File: config.mk
export PLATFORM = sky130hd
export DESIGN_NAME = uart_tx
export DESIGN_NICKNAME = d
export VERILOG_FILES = /design/src/rtl/uart_pkg.sv /design/src/rtl/uart_tx_hold.sv /design/src/rtl/uart_tx.sv
export SDC_FILE = /design/constraint.sdc
export NUM_CORES = 1
export LEC_CHECK = 0
export BUFFER_PORTS_ARGS = -buffer_cell sky130_fd_sc_hd__buf_2
export CAP_MARGIN = 20
export CORE_UTILIZATION = 50
export DETAILED_ROUTE_END_ITERATION = 10
export PLACE_DENSITY = 0.71
export RECOVER_POWER = 25
export SYNTH_ARGS = -nofsm -noshare
export SYNTH_HDL_FRONTEND = slang
export SYNTH_SLANG_ARGS = --single-unit
File: constraint.sdc
create_clock -name clk -period 1.7 [get_ports clk]
set_input_delay 0.255 -clock clk [delete_from_list [all_inputs] [get_ports clk]]
set_output_delay 0.255 -clock clk [all_outputs]
set_load 0.05 [all_outputs]
File: src/rtl/uart_pkg.sv
// uart_pkg: shared UART constants and the transmitter state type.
package uart_pkg;
  localparam int OVERSAMPLE = 8;
  localparam int DATA_BITS = 8;
  typedef enum logic [1:0] {IDLE, START, DATA, STOP} uart_tx_state_t;
endpackage

File: src/rtl/uart_tx_hold.sv
// uart_tx_hold: one-entry holding register with valid/ready on both sides.
module uart_tx_hold (
  input  logic       clk,
  input  logic       reset,
  input  logic [7:0] in_data,
  input  logic       in_valid,
  output logic       in_ready,
  output logic [7:0] out_data,
  output logic       out_valid,
  input  logic       out_ready
);
  logic full;
  assign in_ready = ~full;
  assign out_valid = full;
  always_ff @(posedge clk or posedge reset) begin
    if (reset) begin
      full <= 1'b0;
      out_data <= 8'h00;
    end else begin
      if (in_valid && in_ready) out_data <= in_data;
      full <= (in_valid && in_ready) || (full && !out_ready);
    end
  end
endmodule

File: src/rtl/uart_tx.sv
// uart_tx: 8N1/8N2 UART transmitter driven by an 8x baud tick, LSB first.
// Define UART_TX_BUF_EN to add a one-entry holding register for back-to-back frames.
module uart_tx
  import uart_pkg::*;
#(
  parameter int STOP_BITS = 1
) (
  input  logic       clk,
  input  logic       reset,
  input  logic       baudtick8,
  input  logic [7:0] tx_data,
  input  logic       tx_valid,
  output logic       tx_ready,
  output logic       tx,
  output logic       tx_busy,
  output logic       tx_done
);
  uart_tx_state_t state, state_n;
  logic [2:0] tick_cnt, bit_cnt;
  logic stop_cnt;
  logic [7:0] shift;
  logic bit_end, frame_end, load;
  logic [7:0] load_data;
  assign bit_end = baudtick8 && tick_cnt == 3'(OVERSAMPLE - 1);
  assign frame_end = bit_end && state == STOP && stop_cnt == 1'(STOP_BITS - 1);
  assign tx_busy = state != IDLE;
`ifdef UART_TX_BUF_EN
  logic hold_valid, hold_ready, hold_pop, direct;
  logic [7:0] hold_data;
  // An idle transmitter with an empty holder takes the byte straight into the shifter.
  assign direct = tx_valid && tx_ready && state == IDLE && !hold_valid;
  assign hold_pop = hold_valid && (state == IDLE || frame_end);
  assign load = direct || hold_pop;
  assign load_data = hold_pop ? hold_data : tx_data;
  assign tx_ready = hold_ready;
  uart_tx_hold u_hold (
    .clk(clk),
    .reset(reset),
    .in_data(tx_data),
    .in_valid(tx_valid && !(state == IDLE && !hold_valid)),
    .in_ready(hold_ready),
    .out_data(hold_data),
    .out_valid(hold_valid),
    .out_ready(hold_pop)
  );
`else
  logic ready_q;
  assign tx_ready = ready_q;
  assign load = tx_valid && ready_q;
  assign load_data = tx_data;
  always_ff @(posedge clk or posedge reset) begin
    if (reset) ready_q <= 1'b1;
    else ready_q <= state_n == IDLE;
  end
`endif
  always_comb begin
    state_n = state;
    unique case (state)
      IDLE:    state_n = load ? START : IDLE;
      START:   state_n = bit_end ? DATA : START;
      DATA:    state_n = (bit_end && bit_cnt == 3'(DATA_BITS - 1)) ? STOP : DATA;
      STOP:    state_n = frame_end ? (load ? START : IDLE) : STOP;
      default: state_n = IDLE;
    endcase
  end
  always_ff @(posedge clk or posedge reset) begin
    if (reset) state <= IDLE;
    else state <= state_n;
  end
  // Ticks seen in IDLE never count, so a tick coincident with acceptance is skipped.
  always_ff @(posedge clk or posedge reset) begin
    if (reset) begin
      tick_cnt <= 3'd0;
      bit_cnt <= 3'd0;
      stop_cnt <= 1'b0;
      shift <= 8'h00;
      tx <= 1'b1;
      tx_done <= 1'b0;
    end else begin
      tx_done <= frame_end;
      if (baudtick8 && state != IDLE) begin
        tick_cnt <= tick_cnt + 3'd1;
        tx <= state == START ? 1'b0 : state == DATA ? shift[0] : 1'b1;
      end
      if (bit_end && state == DATA) bit_cnt <= bit_cnt + 3'd1;
      if (bit_end && state == STOP) stop_cnt <= frame_end ? 1'b0 : stop_cnt + 1'b1;
      if (load) shift <= load_data;
      else if (bit_end && state == DATA) shift <= shift >> 1;
    end
  end
endmodule
==> results_dict.tcl <==
set metrics [dict create \
    placement.io_buffers 15 \
    drt.antenna.violating_nets 0 \
    start_util_pct 56.7 \
    power.static_leakage_nw 0.560 \
    post_synth_fa_ha_maj_area_fraction_pct 5.54 \
    cp_data_arrival_time_ns 1.31 \
    final_critical_path_setup_slack_ns 0.138 \
    wire_length_of_the_first_global_routing_pass_um 2560 \
    placed_cells_incl_taps 118 \
    postRouteWirelength_um 1480 \
    final_min_period_over_clock_period_pct 91.9 \
    syn_area_um2 903 \
    post_synth_and_or_nand_nor_area_fraction_pct 12.5 \
    clkPwrFrac_pct 12.9 \
    worst-slew-pin-transition_ns 0.484 \
    finalNetCount 116 \
    post_route_cells_drive_above_1_share_pct 30.6 \
    async_flop_share_pct 100 \
    drv_slew 0 \
    critical-path-top-delay-family "flip-flops" \
    yosys_most_used_dff "sky130_fd_sc_hd__dfrtp_1" \
    io-pin-count 16 \
    finalCoreUtilization_pct 65.8 \
    num_rows 14 \
    clk_latency_ns 0.28 \
    cell_at_the_slowest_stage_of_the_critical_path "sky130_fd_sc_hd__dfrtp_1" \
    first_global_vias 655 \
    synth.area.mux_share_pct 13.2 \
    globalRouteTotalUtil_pct 18.1 \
    clock_tree.buffer_depth 2 \
    critical_path_class "reg2out" \
    areal_power_density_over_the_cells_nw_per_um2 1570 \
    synth_top_family_by_area "multiplexers" \
    post_synthesis_compound_gate_area_fraction_pct 8.59 \
    worst_setup_start_kind "register" \
    critPathBufInv 1 \
    final-hold-violation-count 0 \
    synth.yosys.seq_area_share_pct 55.7 \
    synthesized_flop_and_latch_total 20 \
    irDropWorstVdd_uv 950 \
    r2r-end "bit_cnt[1]" \
    synthDistinctLibCells 25 \
    remaining_drc_errors 0 \
    layout_commonest_cell "sky130_fd_sc_hd__dfrtp_1" \
    max-slew-margin-rel_pct 67.7 \
    critical_path_required_ns 1.44 \
    design.core.area_um2 1590 \
    die_width_um 44.5 \
    synth_xor_xnor_area_share_pct 1.94 \
    ys_warn_count 0 \
    detailed_place.area_um2 1020 \
    netlist_instances 78 \
    worst_hold_startpoint "tx_data[7]" \
    synthesis.area_per_instance_um2 11.6 \
    ff2ff_path_depth 5 \
    dp.final_hpwl_um 1090 \
    net_switching_fraction_of_the_power_pct 37.1 \
    gp_routability_congestion 0.685 \
    worst_r2r_startpoint "tick_cnt[0]" \
    synth_edf_count 0 \
    path_max_fanout 9 \
    die_h_um 44.5 \
    avgRoutedWirePerCell_um 12.2 \
    dr_total_vias 622 \
    detailedPlace.worstSlack_ns 0.142 \
    area_overhead_vs_synth_pct 16.1 \
    critical_path.cell_chain "or2_2, buf_2" \
    skew_ns 0.00103 \
    grt_max_degree 21 \
    clock_sinks 20 \
    final_cell_area_um2 1050 \
    maxCapViolations 0 \
    finalSetupViolations 0 \
    worst_hold_path.num_cells 3 \
    numCtsBuffers 3 \
    firstDrtPassIters 4 \
    r2r_slack_ns 0.14 \
    grt.overflow.total 0 \
    post_drt_via_cell_ratio 5.10 \
    whs_ns 0.187 \
    first_iter_violations 6 \
    fin_cells 122 \
    critical-path-max-stage-delay_ns 0.49 \
    p_comb_share_pct 35.9 \
    floorplan.die_area_um2 1980 \
    cp-end-kind "output port" \
    fmax_achieved_ghz 0.640 \
    hold-path-endpoint "shift[7]" \
    mostFrequentLayoutCells "sky130_fd_sc_hd__dfrtp_1 (18), sky130_fd_sc_hd__buf_2 (15), sky130_fd_sc_hd__nor2_1 (10)" \
    post_cts_repair_setup_buffers 0 \
    layout_min_cycle_time_ns 1.56 \
    power.share.sequential_pct 51.2 \
    cts_tree "yes" \
    run_status "finished, final reports clean" \
    total_power_mw 1.64 \
    clk_transition_reported_paths_ns 0.10 \
    initial_antenna_violation_count 0 \
    hold_path.class "in2reg" \
    clock_tree.htree_level_count 1 \
    mappedNetlistNets 94 \
    grt_setup_unrepaired "false" \
    total_switching_power_uw 608 \
    p_int_mw 1.03 \
    final.setup.tns_ns 0 \
    antenna-diode-count 0 \
    ctsRootBufferMaster "sky130_fd_sc_hd__clkbuf_4" \
]
-- synthesized netlist by cell type, types with 2 or more instances --
master	number	area [µm²]
sky130_fd_sc_hd__nand2_1	5	18.8
sky130_fd_sc_hd__xnor2_1	2	17.5
sky130_fd_sc_hd__a21oi_1	7	35.0
sky130_fd_sc_hd__and2_1	2	12.5
sky130_fd_sc_hd__mux2_2	3	33.8
sky130_fd_sc_hd__dfstp_2	2	52.6
sky130_fd_sc_hd__nand3_1	2	10.0
sky130_fd_sc_hd__dfrtp_1	18	450
sky130_fd_sc_hd__ha_1	4	50.1
sky130_fd_sc_hd__nor2_1	10	37.5
sky130_fd_sc_hd__mux2i_1	7	70.1
sky130_fd_sc_hd__o21ai_0	2	10.0
sky130_fd_sc_hd__nand4_1	2	12.5
-- registers in the layout (all words and copies together) (netlist names) --
name,flops
shift,8
tx_ready,1
bit_cnt,3
stop_cnt,1
tx,1
tick_cnt,3
state,2
tx_done,1
-- layer usage --
| metal | track usage [%] | part of all wire (%) | vias to the layer above |
|---|---|---|---|
| li1 | - | - | 315 |
| met1 | 19.8 | 45 | 294 |
| met2 | 32.6 | 50 | 11 |
| met3 | 2.86 | 3.2 | 2 |
| met4 | 10.9 | 1.2 | 0 |
| met5 | 0 | 0 | - |
-- cell families after synthesis --
group	after synthesis
AO/OA/AOI/OAI	13
buffers and inverters	4
multiplexers	11
XOR/XNOR	2
AND/OR/NAND/NOR	24
adder cells (fa/ha/maj)	4
flip-flops	20
-- worst min-delay path, stage by stage --
cell                      delay [ns]
sky130_fd_sc_hd__buf_2          0.08
sky130_fd_sc_hd__nand3_1        0.06
sky130_fd_sc_hd__nand2_1        0.05
-- how the worst max path moves through the flow --
stage	startpoint	slack (ns)	cells after the start	endpoint
global placement	tick_cnt[0]	0.18	5	bit_cnt[1]
detailed placement	tick_cnt[0]	0.14	5	bit_cnt[1]
CTS	tick_cnt[0]	0.12	5	bit_cnt[1]
floorplan	tick_cnt[0]	0.21	5	bit_cnt[2]
finish	state[1]	0.14	2	tx_busy
global route	tick_cnt[0]	0.06	5	bit_cnt[1]
-- power by group through the flow --
stage | registers (mW) | logic [mW] | clock network [mW]
after global placement | 0.838 | 0.582 | 0
after global routing | 0.874 | 0.663 | 0.238
after floorplan | 0.885 | 0.415 | 0
after detailed placement | 0.851 | 0.600 | 0
after CTS | 0.843 | 0.604 | 0.225
final | 0.840 | 0.589 | 0.212
-- what timing repair did --
action / 4_1_cts / 5_1_grt
resized for setup: 0 / 0
hold buffers: 1 / 0
endpoints found under the hold margin: 18 / 0
-- layout make-up --
| class | instances | area, µm² |
|---|---|---|
| Tap cell | 24 | 30.0 |
| Fill cell | 135 | 546 |
| Multi-Input combinational cell | 54 | 377 |
| Clock buffer | 3 | 22.5 |
| Timing Repair Buffer | 20 | 113 |
| Inverter | 1 | 3.75 |
| Sequential cell | 20 | 503 |
No activity file was read; power rests on OpenSTA's default activity.
